`src/rtl/vga_sync_monitor.sv`:
```
// vga_sync_monitor: measures incoming HS/VS timing, tracks sync-relative pixel/line counters
// and declares lock after LOCK_FRAMES consecutive frames that match the expected mode.
// Ports: clk/rst_n (async active-low); hs_in/vs_in raw async syncs;
//   h_count/v_count sync-relative counters; line_start/frame_start leading-edge pulses;
//   h_total_meas/v_total_meas last measured line/frame size; locked status; err loss-of-lock pulse.
module vga_sync_monitor #(
  parameter int CW          = 10,
  parameter int H_TOTAL     = 800,
  parameter int H_SYNC      = 96,
  parameter int V_TOTAL     = 525,
  parameter int V_SYNC      = 2,
  parameter int HS_POL      = 0,
  parameter int VS_POL      = 0,
  parameter int LOCK_FRAMES = 2
) (
  input  logic          clk,
  input  logic          rst_n,
  input  logic          hs_in,
  input  logic          vs_in,
  output logic [CW-1:0] h_count,
  output logic [CW-1:0] v_count,
  output logic          line_start,
  output logic          frame_start,
  output logic [CW-1:0] h_total_meas,
  output logic [CW-1:0] v_total_meas,
  output logic          locked,
  output logic          err
);

  localparam logic [CW-1:0] MAX       = {CW{1'b1}};
  localparam logic [CW-1:0] ONE       = {{(CW-1){1'b0}}, 1'b1};
  localparam logic [CW-1:0] H_TOTAL_C = CW'(H_TOTAL);
  localparam logic [CW-1:0] H_SYNC_C  = CW'(H_SYNC);
  localparam logic [CW-1:0] V_TOTAL_C = CW'(V_TOTAL);
  localparam logic [CW-1:0] V_SYNC_C  = CW'(V_SYNC);
  localparam logic [3:0]    LOCK_C    = 4'(LOCK_FRAMES);

  typedef enum logic [1:0] {SEARCH, TRACK, LOCKED} state_t;

  state_t state, state_next;
  logic [2:0] good, good_next;
  logic       err_next;

  logic hs_meta, hs_sync, vs_meta, vs_sync;
  logic hs_act, vs_act, hs_act_q, vs_act_q;
  logic hs_edge, vs_edge, hs_fall, vs_fall;

  logic          h_run, v_run;
  logic [CW-1:0] h_inc, v_meas_next;
  logic [CW-1:0] hw_cnt, hs_width, vw_cnt, vs_width;
  logic          first_line, bad_seen;
  logic          line_bad, frame_ok, h_sat, enter_track;
  logic [3:0]    good_inc;

  // Two-flop synchronisers and edge history. The *_act_q flops come out of reset as
  // "already active" so a sync that happens to sit at its active level on reset
  // release is not mistaken for a leading edge.
  always_ff @(posedge clk or negedge rst_n) begin
    if (!rst_n) begin
      hs_meta  <= 1'b0;
      hs_sync  <= 1'b0;
      vs_meta  <= 1'b0;
      vs_sync  <= 1'b0;
      hs_act_q <= 1'b1;
      vs_act_q <= 1'b1;
    end else begin
      hs_meta  <= hs_in;
      hs_sync  <= hs_meta;
      vs_meta  <= vs_in;
      vs_sync  <= vs_meta;
      hs_act_q <= hs_act;
      vs_act_q <= vs_act;
    end
  end

  assign hs_act  = (hs_sync == 1'(HS_POL));
  assign vs_act  = (vs_sync == 1'(VS_POL));
  assign hs_edge = hs_act & ~hs_act_q;
  assign vs_edge = vs_act & ~vs_act_q;
  assign hs_fall = ~hs_act & hs_act_q;
  assign vs_fall = ~vs_act & vs_act_q;

  // Saturating next values; h_inc doubles as the line length measured at an HS edge.
  assign h_inc       = (h_count == MAX) ? MAX : h_count + ONE;
  assign v_meas_next = (hs_edge && v_count != MAX) ? v_count + ONE : v_count;
  assign h_sat       = (h_count == MAX);

  // The first line after entering TRACK may be partial or carry a stale pulse width,
  // so it is not judged.
  assign line_bad = hs_edge && !first_line &&
                    ((h_inc != H_TOTAL_C) || (hs_width != H_SYNC_C));
  assign frame_ok = !(bad_seen || line_bad) &&
                    (v_meas_next == V_TOTAL_C) && (vs_width == V_SYNC_C);
  assign good_inc = {1'b0, good} + 4'd1;

  always_comb begin
    state_next = state;
    good_next  = good;
    err_next   = 1'b0;
    case (state)
      SEARCH: begin
        if (vs_edge) begin
          state_next = TRACK;
          good_next  = 3'd0;
        end
      end
      TRACK: begin
        if (h_sat) begin
          state_next = SEARCH;
        end else if (vs_edge) begin
          if (frame_ok) begin
            good_next = good_inc[2:0];
            if (good_inc >= LOCK_C) state_next = LOCKED;
          end else begin
            good_next = 3'd0;
          end
        end
      end
      LOCKED: begin
        if (line_bad || h_sat || (vs_edge && !frame_ok)) begin
          state_next = SEARCH;
          err_next   = 1'b1;
        end
      end
      default: state_next = SEARCH;
    endcase
  end

  assign enter_track = (state != TRACK) && (state_next == TRACK);

  always_ff @(posedge clk or negedge rst_n) begin
    if (!rst_n) begin
      state  <= SEARCH;
      good   <= 3'd0;
      err    <= 1'b0;
      locked <= 1'b0;
    end else begin
      state  <= state_next;
      good   <= good_next;
      err    <= err_next;
      // Follows the state register, so it lags err by one cycle on loss of lock.
      locked <= (state == LOCKED);
    end
  end

  always_ff @(posedge clk or negedge rst_n) begin
    if (!rst_n) begin
      line_start   <= 1'b0;
      frame_start  <= 1'b0;
      h_run        <= 1'b0;
      v_run        <= 1'b0;
      h_count      <= '0;
      v_count      <= '0;
      h_total_meas <= '0;
      v_total_meas <= '0;
      hw_cnt       <= '0;
      hs_width     <= '0;
      vw_cnt       <= '0;
      vs_width     <= '0;
      bad_seen     <= 1'b0;
      first_line   <= 1'b0;
    end else begin
      line_start  <= hs_edge;
      frame_start <= vs_edge;
      // Counters stay at zero until the corresponding sync has been seen once.
      if (hs_edge) h_run <= 1'b1;
      if (vs_edge) v_run <= 1'b1;

      if (hs_edge) begin
        h_total_meas <= h_inc;
        h_count      <= '0;
      end else if (h_run) begin
        h_count <= h_inc;
      end

      // The edge cycle is itself an active cycle, hence restart at one.
      if (hs_edge)                        hw_cnt <= ONE;
      else if (hs_act && hw_cnt != MAX)   hw_cnt <= hw_cnt + ONE;
      if (hs_fall)                        hs_width <= hw_cnt;

      // VS wins a coincident HS edge; that HS edge lands in the measured height.
      if (vs_edge) begin
        v_total_meas <= v_meas_next;
        v_count      <= '0;
      end else if (hs_edge && v_run && v_count != MAX) begin
        v_count <= v_count + ONE;
      end

      if (vs_edge)                                 vw_cnt <= hs_edge ? ONE : '0;
      else if (vs_act && hs_edge && vw_cnt != MAX) vw_cnt <= vw_cnt + ONE;
      if (vs_fall)                                 vs_width <= vw_cnt;

      if (vs_edge)       bad_seen <= 1'b0;
      else if (line_bad) bad_seen <= 1'b1;

      if (enter_track)  first_line <= 1'b1;
      else if (hs_edge) first_line <= 1'b0;
    end
  end

endmodule
```
`config.mk`:
```
export PLATFORM = sky130hd
export DESIGN_NAME = vga_sync_monitor
export DESIGN_NICKNAME = d
export VERILOG_FILES = /design/src/rtl/vga_sync_monitor.sv
export SDC_FILE = /design/constraint.sdc
export NUM_CORES = 1
export LEC_CHECK = 0
export BUFFER_PORTS_ARGS = -buffer_cell sky130_fd_sc_hd__buf_2
export CELL_PAD_IN_SITES_DETAIL_PLACEMENT = 2
export CELL_PAD_IN_SITES_GLOBAL_PLACEMENT = 2
export CORE_ASPECT_RATIO = 1.1
export CORE_MARGIN = 5
export CORE_UTILIZATION = 34
export CTS_BUF_LIST = sky130_fd_sc_hd__clkbuf_4 sky130_fd_sc_hd__clkbuf_8 sky130_fd_sc_hd__clkbuf_16
export DETAILED_ROUTE_END_ITERATION = 8
export HOLD_SLACK_MARGIN = 0.12
export PLACE_DENSITY_LB_ADDON = 0.1
export SLEW_MARGIN = 25
export SYNTH_ARGS = -nofsm -noshare
export SYNTH_HDL_FRONTEND = slang
export SYNTH_SLANG_ARGS = --single-unit
export TNS_END_PERCENT = 50
```
`constraint.sdc`:
```
create_clock -name clk -period 2.9 [get_ports clk]
set_clock_uncertainty 0.05 [all_clocks]
set_input_delay 0.58 -clock clk [delete_from_list [all_inputs] [get_ports clk]]
set_output_delay 0.58 -clock clk [all_outputs]
set_load 0.01 [all_outputs]
```
Word-level counts from Yosys, hierarchy flattened:

Index checks and enable logic that the tools add are counted.

* reductions and logical operators: 28
* bitwise gates (word level): 8
* magnitude comparators: 1
* $add $sub $neg: 5
* equality and inequality tests: 15
* multiplexer cells: 29

Operators by type and width (count)
* 10-bit 2-to-1 mux: 10
* 10-bit by 1-bit adder with 10-bit output (second input constant): 4
* 10-bit != test (second input constant): 4
* 10-bit == test (second input constant): 2
* 2-bit nonzero test: 7
* 1-bit logical AND: 12
* 2-bit 2-to-1 mux: 6
* 3-bit 2-to-1 mux: 4
* 10-bit by 2-bit == test with 1-bit output (second input constant): 1
* 10-bit by 7-bit != test with 1-bit output (second input constant): 1
* 1-bit 2-to-1 mux: 7
* 2-bit != test (second input constant): 3
* 2-bit case mux with 3 select lines: 1
* 3-bit case mux with 2 select lines: 1
* 3-bit by 1-bit adder with 4-bit output (second input constant): 1
* 1-bit AND: 4
* 2-bit by 1-bit == test with 1-bit output (second input constant): 2
* 4-bit by 2-bit greater-or-equal comparator with 1-bit output (second input constant): 1
* 1-bit logical OR: 4
* 1-bit NOT: 4
* 4-bit AND reduction: 1
* 1-bit logical NOT: 3
* 2-bit == test (second input constant): 1
* 2-bit logical NOT: 1
* 2-bit by 1-bit != test with 1-bit output (second input constant): 1

* output and inout bits: 44
* input bits: 4
* bits in registers: 99

Longest topological paths before layout:

* depth after elaboration: 17
* mapped depth: 10

Worst setup path after synthesis:

Ideal clock, no wire load.

* kind: register -> register
* from: register h_count[0]
* to: register good[1]
* arrival: 2704 ps
* path slack: 50 ps
* library setup time: 96 ps
* clock period less this slack: 2850 ps
* stages on the path, launching flop included: 9
* buffers on the path: 0
* required time: 2754 ps
* path through: dfrtp_1 ha_1 nand3_2 nor3_2 mux2i_1 or4_1 o31a_1 or4_4 o32ai_2

* longest elaborated chain between the ends: 13
* elaborated cells on any way between the ends: 16
* classes of those cells: 1 x add/sub; 3 x eq/ne; 5 x mux; 7 x reduce/logical

Ends and longest elaborated chain
* start, declared: line 20 `output logic [CW-1:0] h_count,`
* start signal, assigned: line 173 `h_count <= h_inc;`
* 10-bit by 1-bit adder with 10-bit output or 10-bit == test (tied branches): line 84, 86
* 10-bit 2-to-1 mux: line 84 `assign h_inc = (h_count == MAX) ? MAX : h_count + ONE;`
* 10-bit != test: line 91 `((h_inc != H_TOTAL_C) || (hs_width != H_SYNC_C));`
* 1-bit logical OR: line 91
* 1-bit logical AND: line 90 `assign line_bad = hs_edge && !first_line &&`
* 1-bit logical OR: line 92 `assign frame_ok = !(bad_seen || line_bad) &&`
* 1-bit logical NOT: line 92
* 1-bit logical AND: line 92
* 1-bit logical AND: line 93 `(v_meas_next == V_TOTAL_C) && (vs_width == V_SYNC_C);`
* 3-bit 2-to-1 mux: line 111 `if (frame_ok) begin`
* 3-bit 2-to-1 mux: line 110 `end else if (vs_edge) begin`
* 3-bit 2-to-1 mux: line 108 `if (h_sat) begin`
* 3-bit case mux with 2 select lines: line 100 `case (state)`
* end signal, assigned: line 139 `good <= good_next;`
* end, declared: line 41 `logic [2:0] good, good_next;`

Several ways; a longest one is shown, not always the timed one. The select of a mux whose other input is x is not followed.
A chain may end at the register's enable or synchronous reset.

Worst setup path after layout:

* from: register h_count[1]
* to: register good[1]

Same word-level chain as after synthesis.

==> impl_metrics.env <==
export IMPL_fin_util_pct=41.2
export IMPL_synthesis_nets=475
export IMPL_slew_headroom_pct=67.9
export IMPL_grt_max_degree=53
export IMPL_synth_seq_cells=99
export IMPL_fin_nets=539
export IMPL_multi_input_area_um2=2130
export IMPL_crit_required_ns=3.10
export IMPL_synth_warnings=0
export IMPL_layout_commonest_cell="dfrtp_1"
export IMPL_worstRegToRegCells=8
export IMPL_muxShareOfSynthArea_pct=6.27
export IMPL_syn_inst=465
export IMPL_die_width_um=122
export IMPL_switching_power_uw=942
export IMPL_crit_family="simple AND/OR/NAND/NOR gates"
export IMPL_post_drt_wl_per_cell_um=18.5
export IMPL_top_layer="met4"
export IMPL_fin_setup_tns_ns=0
export IMPL_avgViaCountPerCell=5.15
export IMPL_ir_worst_vdd_uv=315
export IMPL_combinationalPowerShare_pct=14.9
export IMPL_routed_wl_met3_um=287
export IMPL_tightest_slew_ns=0.481
export IMPL_antenna_found_initial=0
export IMPL_htree_num_levels=3
export IMPL_setup_worst_path_start_class="register"
export IMPL_cts_max_path_buffers=2
export IMPL_synth_fa_ha_area_share_pct=1.59
export IMPL_min_to="hs_meta"
export IMPL_regArea_um2=2480
export IMPL_syn_cell_area_um2=4730
export IMPL_outcome="complete, no violations"
export IMPL_dpl_hpwl_um=9630
export IMPL_dieArea_um2=16400
export IMPL_synthArstFlopShare_pct=100
export IMPL_pwr_density_cell_nw_per_um2=594
export IMPL_numCtsBuffers=9
export IMPL_critPathBufInv=0
export IMPL_cts_sinks=99
export IMPL_setup_violations=0
export IMPL_drv_cap=0
export IMPL_grt_pass1_wl_um=22200
export IMPL_cp_slowest_cell="or4_1"
export IMPL_n_fill_cell=1540
export IMPL_wl_um=13400
export IMPL_crit_arrival_ns=2.97
export IMPL_start_util_pct=34.4
export IMPL_synth_area_leader_cell="dfrtp_1"
export IMPL_die_h_um=134
export IMPL_antenna_left=0
export IMPL_ys_top_cells_by_area="dfrtp_1, mux2_2, nor2_1"
export IMPL_synth_top_cell_area_share_pct=51.3
export IMPL_clock_fmax_ghz=0.362
export IMPL_core_um2=13700
export IMPL_cts_root_buf="clkbuf_16"
export IMPL_synthXorXnorAreaFrac_pct=6.48
export IMPL_cp_cell_sequence="ha_2 -> nand3_2 -> nor3_2 -> mux2i_1 -> or4_1 -> o31a_1 -> or4_4 -> o32ai_2"
export IMPL_synth_cell_types=57
export IMPL_drive_gt1_share_pct=24.7
export IMPL_period_share_pct=95.4
export IMPL_io_pins=48
export IMPL_cts_tree="yes"
export IMPL_synth_compound_area_share_pct=9.39
export IMPL_portBuffers=47
export IMPL_hold_depth=1
export IMPL_p_leak_uw=0.00265
export IMPL_synth_top_family_by_area="simple AND/OR/NAND/NOR gates"
export IMPL_antenna_cells=0
export IMPL_reg2reg_slack_ns=0.13
export IMPL_placementRows=45
export IMPL_sequentialPowerShare_pct=48.3
export IMPL_critPathCaptureType="register"
export IMPL_layout_min_cycle_time_ns=2.77
export IMPL_switching_share_pct=28.0
export IMPL_clkPwrFrac_pct=36.9
export IMPL_cp_max_fo=4
export IMPL_clkLatencyLatePin_ns=0.36
export IMPL_layout_common_cells="dfrtp_1, nor2_1, nand2_1"
export IMPL_p_int_uw=2420
export IMPL_min_from="hs_in"
export IMPL_wirelength_met1_um=6360
export IMPL_drc_errors=0
export IMPL_critical_path_class="reg2reg"
export IMPL_grt_overflow_total=0
export IMPL_drtIter0Drc=128
export IMPL_synthFlopType="dfrtp_1"
export IMPL_area_delta_synth_final_pct=19.6
export IMPL_slowest_delay_ns=0.54
export IMPL_ys_seq_area_share_pct=52.4
export IMPL_synth_edf_count=0
export IMPL_r2r_end="good[1]"
export IMPL_r2r_start="h_count[1]"
export IMPL_dr_pass1_iters=4
export IMPL_hold_viol=0
export IMPL_clk_pin_slew_ns=0.07
export IMPL_holdCritPathClass="in2reg"
export IMPL_grt_pass1_vias=4090
export IMPL_vias=3721
export IMPL_rsz0062_at_grt="no"
export IMPL_yosys_area_share_simple_pct=20.5
export IMPL_grt_use_total_pct=17.2
export IMPL_wl_met2_um=6500
export IMPL_gp_congestion=0.800
export IMPL_slew_violations=0
export IMPL_syn_area_per_cell_um2=10.2
-- worst max-delay path by stage --
stage	startpoint	end	slack, ns	cells past startpoint
2_1_floorplan	h_count[0]	good[1]	0.05	8
3_3_place_gp	v_count[1]	good[1]	0.20	8
4_1_cts	h_count[0]	good[0]	0.05	8
6_report	h_count[1]	good[1]	0.13	8
3_5_place_dp	v_count[1]	good[0]	0.09	8
5_1_grt	h_count[1]	good[1]	0.03	8
-- power groups by stage --
stage	clock [uW]	sequential [uW]	combinational (uW)
2_1_floorplan	0	1640	268
3_3_place_gp	0	1640	478
3_5_place_dp	0	1650	496
4_1_cts	1280	1620	503
5_1_grt	1340	1640	561
6_report	1240	1620	501
-- state kept, by name, summed over array words and instances, names as in the netlist, 2 cells and up --
register,cells
v_count,10
v_total_meas,10
h_count,10
h_total_meas,10
hw_cnt,10
vs_width,10
vw_cnt,10
good,3
hs_width,10
state,2
-- metal layers --
layer	up-vias	GRT usage [%]
met5	-	0
met4	0	6.16
met3	19	2.42
met2	35	28.0
met1	1900	23.4
li1	1767	-
-- per-stage QoR --
step | std cells | cell area, um2 | total power [uW] | hold WS, ns | setup slack [ns]
6_report | 722 | 5660 | 3360 | 0.281 | 0.134
5_1_grt | 722 | 5660 | 3550 | 0.265 | 0.0288
4_1_cts | 721 | 5610 | 3410 | 0.263 | 0.0529
3_5_place_dp | 704 | 5300 | 2140 | 0.310 | 0.0884
3_3_place_gp | 704 | 5300 | 2110 | 0.306 | 0.201
2_1_floorplan | 465 | 4730 | 1910 | 0.234 | 0.0502
-- logic make-up (layout without fill, tap and decap cells) --
logic type,Yosys count,count (layout)
xor+xnor,35,35
mux,27,27
buf+inv,35,104
fa+ha+maj,6,6
compound gates,67,67
simple gates,196,196
flops,99,99
-- cell type report --
| cell class | count | share of cell area [%] |
|---|---|---|
| clock buffer | 11 | 4.25 |
| multi-input combinational | 331 | 37.7 |
| tap | 188 | 4.16 |
| sequential | 99 | 43.8 |
| clock inverter | 5 | 1.06 |
| inverter | 13 | 0.862 |
| timing repair buffer | 75 | 8.18 |
-- timing repair --
action,CTS,global route
endpoints found under the setup margin,0,2
resized for setup,0,7
setup buffers,0,1
hold endpoints to repair,17,0
hold buffers,1,0
-- cells in the mapped netlist, drive strengths merged (3+ instances only) --
cell    count
and2        3
nor3        8
nand2      50
and4        5
xnor2      13
inv        12
clkbuf     16
o21ai      23
a311oi      5
xor2       22
o31ai       3
mux2i       6
nand3      16
a211oi      4
and3       11
buf         6
dfrtp      97
or3         6
or4         3
o31a        3
a21oi      12
nand4      10
nor2       60
or2         4
mux2       21
nor4       10
ha          6
a31oi       8
Note: power is estimated with default switching activity, not from simulation.
